File: src/rtl/controlador_displays_mux.sv
// Time-multiplexed driver for N common-anode 7-segment digits: hex decode, decimal points,
// leading-zero blanking, per-slot dead time and a per-frame snapshot of the displayed value.
module controlador_displays_mux #(
  parameter int N_DIGITOS   = 4,
  parameter int CLK_DIV     = 100000,
  parameter int BLANK_CYC   = 2,
  parameter bit ACTIVO_BAJO = 1'b1
) (
  input  logic                   clk,
  input  logic                   reset,
  input  logic [4*N_DIGITOS-1:0] valor,
  input  logic [N_DIGITOS-1:0]   punto,
  input  logic                   blank_ceros,
  input  logic                   habilitar,
  output logic [N_DIGITOS-1:0]   anodo,
  output logic [6:0]             segmento,
  output logic                   dp,
  output logic [2:0]             digito_actual
);

  localparam int              PW        = $clog2(CLK_DIV);
  localparam logic [PW-1:0]   PRESC_MAX = PW'(CLK_DIV - 1);
  localparam logic [PW-1:0]   BLANK_P   = PW'(BLANK_CYC);
  localparam logic [2:0]      IDX_MAX   = 3'(N_DIGITOS - 1);

  localparam logic [N_DIGITOS-1:0] ANODO_OFF = ACTIVO_BAJO ? '1 : '0;
  localparam logic [6:0]           SEG_OFF   = ACTIVO_BAJO ? 7'h7F : 7'h00;
  localparam logic                 DP_OFF    = ACTIVO_BAJO ? 1'b1 : 1'b0;

  // Active-low gfedcba pattern for one hex nibble.
  function automatic logic [6:0] seg_decode(input logic [3:0] nib);
    case (nib)
      4'h0: seg_decode = 7'b1000000;
      4'h1: seg_decode = 7'b1111001;
      4'h2: seg_decode = 7'b0100100;
      4'h3: seg_decode = 7'b0110000;
      4'h4: seg_decode = 7'b0011001;
      4'h5: seg_decode = 7'b0010010;
      4'h6: seg_decode = 7'b0000010;
      4'h7: seg_decode = 7'b1111000;
      4'h8: seg_decode = 7'b0000000;
      4'h9: seg_decode = 7'b0010000;
      4'hA: seg_decode = 7'b0001000;
      4'hB: seg_decode = 7'b0000011;
      4'hC: seg_decode = 7'b1000110;
      4'hD: seg_decode = 7'b0100001;
      4'hE: seg_decode = 7'b0000110;
      default: seg_decode = 7'b0001110;
    endcase
  endfunction

  logic [PW-1:0]          presc_q, presc_d;
  logic [2:0]             idx_q, idx_d;
  logic [4*N_DIGITOS-1:0] snap_valor_q, snap_valor_d;
  logic [N_DIGITOS-1:0]   snap_punto_q, snap_punto_d;
  logic [N_DIGITOS-1:0]   anodo_q, anodo_d;
  logic [6:0]             segmento_q, segmento_d;
  logic                   dp_q, dp_d;
  logic [2:0]             digito_q, digito_d;

  logic                   captura;
  logic                   run_ceros;
  logic                   lit;
  logic [N_DIGITOS-1:0]   blank_vec;
  logic [N_DIGITOS-1:0]   anodo_act;
  logic [3:0]             nib_sel;
  logic                   punto_sel;
  logic                   blank_sel;
  logic [6:0]             seg_low;

  always_comb begin
    captura      = (presc_q == '0) && (idx_q == 3'd0);
    // The capture cycle already decodes the incoming value so the whole frame is consistent.
    snap_valor_d = captura ? valor : snap_valor_q;
    snap_punto_d = captura ? punto : snap_punto_q;

    presc_d = presc_q + 1'b1;
    idx_d   = idx_q;
    if (presc_q == PRESC_MAX) begin
      presc_d = '0;
      idx_d   = (idx_q == IDX_MAX) ? 3'd0 : idx_q + 3'd1;
    end

    run_ceros = 1'b1;
    blank_vec = '0;
    for (int k = N_DIGITOS - 1; k >= 0; k--) begin
      run_ceros    = run_ceros & (snap_valor_d[4*k +: 4] == 4'h0);
      blank_vec[k] = blank_ceros & run_ceros & (k != 0);
    end

    nib_sel   = 4'h0;
    punto_sel = 1'b0;
    blank_sel = 1'b0;
    anodo_act = '0;
    lit       = habilitar && (presc_q >= BLANK_P);
    for (int k = 0; k < N_DIGITOS; k++) begin
      if (idx_q == 3'(k)) begin
        nib_sel      = snap_valor_d[4*k +: 4];
        punto_sel    = snap_punto_d[k];
        blank_sel    = blank_vec[k];
        anodo_act[k] = lit;
      end
    end

    seg_low    = blank_sel ? 7'h7F : seg_decode(nib_sel);
    anodo_d    = ACTIVO_BAJO ? ~anodo_act : anodo_act;
    segmento_d = ACTIVO_BAJO ? seg_low : ~seg_low;
    dp_d       = ACTIVO_BAJO ? ~punto_sel : punto_sel;
    digito_d   = idx_q;
  end

  always_ff @(posedge clk) begin
    if (reset) begin
      presc_q      <= '0;
      idx_q        <= 3'd0;
      snap_valor_q <= '0;
      snap_punto_q <= '0;
      anodo_q      <= ANODO_OFF;
      segmento_q   <= SEG_OFF;
      dp_q         <= DP_OFF;
      digito_q     <= 3'd0;
    end else begin
      presc_q      <= presc_d;
      idx_q        <= idx_d;
      snap_valor_q <= snap_valor_d;
      snap_punto_q <= snap_punto_d;
      anodo_q      <= anodo_d;
      segmento_q   <= segmento_d;
      dp_q         <= dp_d;
      digito_q     <= digito_d;
    end
  end

  assign anodo         = anodo_q;
  assign segmento      = segmento_q;
  assign dp            = dp_q;
  assign digito_actual = digito_q;

endmodule

File: config.mk
export PLATFORM = sky130hd
export DESIGN_NAME = controlador_displays_mux
export DESIGN_NICKNAME = d
export VERILOG_FILES = /design/src/rtl/controlador_displays_mux.sv
export SDC_FILE = /design/constraint.sdc
export NUM_CORES = 1
export LEC_CHECK = 0
export ABC_CLOCK_PERIOD_IN_PS = 7650
export CAP_MARGIN = 5
export CORE_MARGIN = 5
export CORE_UTILIZATION = 67
export DETAILED_ROUTE_END_ITERATION = 16
export DONT_BUFFER_PORTS = 1
export PLACE_DENSITY = 0.94
export SETUP_SLACK_MARGIN = 0.05
export SLEW_MARGIN = 25
export SYNTH_ARGS = -nofsm -noshare
export SYNTH_HDL_FRONTEND = slang
export SYNTH_SLANG_ARGS = --single-unit
export TNS_END_PERCENT = 20
File: constraint.sdc
create_clock -name clk -period 7.65 [get_ports clk]
set_clock_uncertainty 0.2 [all_clocks]
set_input_delay 1.1475 -clock clk [delete_from_list [all_inputs] [get_ports clk]]
set_output_delay 1.1475 -clock clk [all_outputs]
set_load 0.02 [all_outputs]
==> flow_summary_export.csv <==
group,metric,value,unit
floorplan,rows,23,
status,run_status,"finished clean",
clock_network,clk_path_buf_depth,2,
final_layout,layout-drive-gt1-share,8.19,%
critical_path,cpMaxStageDelayCell,"nor2_8",
drt,first_pass_iters,4,
job,max_cap_viol_count,0,
yosys,synthTopCellsByCount,"dfxtp_1, nor2_1, nand2_1, mux2i_1, nand3_1",
global_routing,antenna_found_initial,0,
final_layout,n_antenna_cell,0,
critical_path,critPathMaxFanout,22,
final_layout,fin_nets,315,
yosys,ys_warn_count,0,
critical_path,slowest_delay,0.41,ns
yosys,synthCells,284,
final_layout,fillers,269,
min_path,hp-start,"snap_punto_q[0]",
critical_path,crit_buf_inv,1,
final_layout,area_growth,2.91,%
timing,relSlewSlack,59.7,%
min_path,hold_end,"snap_punto_q[0]",
clock_network,ctsHoldBuffers,0,
placed_design,place_congestion,0.924,
floorplan,start_util,67.6,%
critical_path,cp-start-kind,"register",
clock_network,clock_sinks,55,
yosys,yosysSeqAreaShare,41.3,%
critical_path,worstReg2RegEnd,"segmento[3]",
floorplan,io_pins,39,
global_routing,overflow,0,
timing,fin_crit_sh,43.3,%
drt,antenna_left,0,
clock_network,post_cts_resized,0,
yosys,synth.distinct_cells,54,
drt,drt_iter0_markers,236,
clock_network,cts_root_buf,"clkbuf_8",
timing,layout_min_cycle_time,3.31,ns
yosys,yosysTopAreaCellShare,41.3,%
critical_path,crit_chain,"nor4_4, nand4_4, nor2_8, mux2i_1, o221ai_1, nand2_1, nor2_1, inv_1, ha_1, and3_1, o21ai_1, o211ai_1",
drt,wirelength,5560,um
clock_network,postCtsSetupBuffers,0,
critical_path,reg2reg_from,"presc_q[12]",
yosys,synth.largest_area_cell,"dfxtp_1",
placed_design,io_buffers,0,
yosys,syn-num-nets,319,
clock_network,clock_latency,0.31,ns
timing,maxSlewViolCount,0,
clock_network,tritoncts,"yes",
power,vdd_ir_drop_max,0.000110,V
global_routing,grt_pass1_wl,9230,um
yosys,synth_area_leaders,"dfxtp_1, mux2i_1, nor2_1",
timing,fmax,0.302,GHz
floorplan,dieWidth,73.1,um
timing,setup_violations,0,
yosys,synth_edf_count,0,
floorplan,core-area,3940,sq um
yosys,async_flop_share,0,%
min_path,worstHoldPathType,"reg -> reg",
critical_path,crit_required,7.62,ns
drt,vias_per_cell,6.18,
global_routing,grt_max_degree,33,
timing,finalSetupTns,0,ns
yosys,yosysMostFrequentCell,"dfxtp_1",
critical_path,ff2ff_path_depth,12,
critical_path,ff2ff_setup_slack,4.34,ns
timing,setup_ws,4.34,ns
critical_path,path_delay_family,"simple AND/OR/NAND/NOR gates",
placed_design,hpwl,4140,um
yosys,avgSynthCellArea,9.39,sq um
global_routing,track_usage,22.2,%
min_path,hold-path-cell-count,2,
critical_path,worstPathArrival,3.28,ns
drt,routed-via-count,2046,
drt,drc,0,
clock_network,cts_buffers,5,
clock_network,h-tree-depth,2,
timing,whs,0.306,ns
timing,rsz0062_at_grt,"no",
timing,tightest_slew,0.597,ns
power,p_per_area,213,nW/um^2
global_routing,first_global_vias,1968,
placed_design,pre_cts_slack,4.42,ns
drt,wl_per_cell,16.8,um
floorplan,dieArea,5340,sq um
yosys,synth-seq-cells,55,
critical_path,critPathKind,"reg -> reg",
critical_path,end_kind,"register",
yosys,syn-cell-area,2670,sq um
clock_network,clk_pin_slew,0.10,ns
timing,finalHoldViolations,0,
floorplan,die_y,73.1,um
yosys,synthFlopType,"dfxtp_1",
power,leakage,1.10,nW
area by class of cell:
| class | count | area (sq um) | share of cell area, % |
|---|---|---|---|
| well taps | 50 | 62.6 | 2.28 |
| clock buffers | 5 | 68.8 | 2.51 |
| inverters | 11 | 41.3 | 1.50 |
| multi-input cells | 207 | 1450 | 52.7 |
| clock inverters | 3 | 25.0 | 0.912 |
| flip-flops and latches | 55 | 1100 | 40.1 |
stage by stage:
stage          cells  utilization [%]  power (W)  cell area [sq um]
2_1_floorplan    284                -   0.000420               2670
6_report         331             69.6   0.000586               2740
4_1_cts          331             69.6   0.000587               2740
3_5_place_dp     323             67.2   0.000429               2650
5_1_grt          331             69.6   0.000611               2740
3_3_place_gp     323             67.2   0.000424               2650
flip-flops by register name (all words and copies together) (netlist names):
signal	flops
anodo	4
digito_actual	3
digito_d	3
dp	1
presc_q	17
segmento	7
snap_punto_q	4
snap_valor_q	16
tightest hold or removal path, stage by stage, from the launching register on:
cell and delay, ns:
dfxtp_1 0.32, mux2i_1 0.08, nor2_1 0.08
worst max path at each step:
stage / slack (ns) / from / to / depth (start not counted)
2_1_floorplan: 4.78 / presc_q[12] / segmento[3] / 14
3_3_place_gp: 4.51 / presc_q[2] / segmento[3] / 12
3_5_place_dp: 4.42 / presc_q[3] / segmento[3] / 12
4_1_cts: 4.40 / presc_q[2] / segmento[3] / 12
5_1_grt: 4.07 / presc_q[2] / segmento[3] / 12
6_report: 4.34 / presc_q[12] / segmento[3] / 12
layout by cell type (no fill, tap or decap), types with 4 or more instances in the layout:
cell type,n
a21oi_1,12
and3_1,4
clkbuf_8,5
dfxtp_1,55
ha_1,11
inv_1,11
mux2i_1,20
nand2_1,21
nand3_1,14
nand4_1,4
nor2_1,42
nor2b_1,4
nor3_1,5
nor4_1,4
o21ai_1,4
o221ai_1,5
xor2_1,12
routing by layer:
metal  part of all wire (%)  GRT usage (%)  up-vias
li1                       -              -      998
met1                     43           27.9      964
met2                     48           36.4       76
met3                    7.7           6.47        8
met4                    1.2           6.76        0
met5                      0              0        -
where the power goes:
group	leakage, nW	switching (W)	internal [W]
combinational	0.601	0.0000576	0.0000426
sequential	0.451	0.0000187	0.000305
clock	0.0443	0.0000957	0.0000656
kinds of logic (layout without fill, tap and decap cells):
group	count (synthesis)	in the layout	share of synthesized area, %
flip-flops	55	55	41.3
multiplexers	23	23	8.78
AND/OR/NAND/NOR	113	113	23.1
AO/OA/AOI/OAI	45	45	12.2
adder cells (fa/ha/maj)	11	11	5.16
XOR/XNOR	15	15	4.93
buffers and inverters	22	19	4.51
Note: power is estimated with default switching activity, not from simulation.
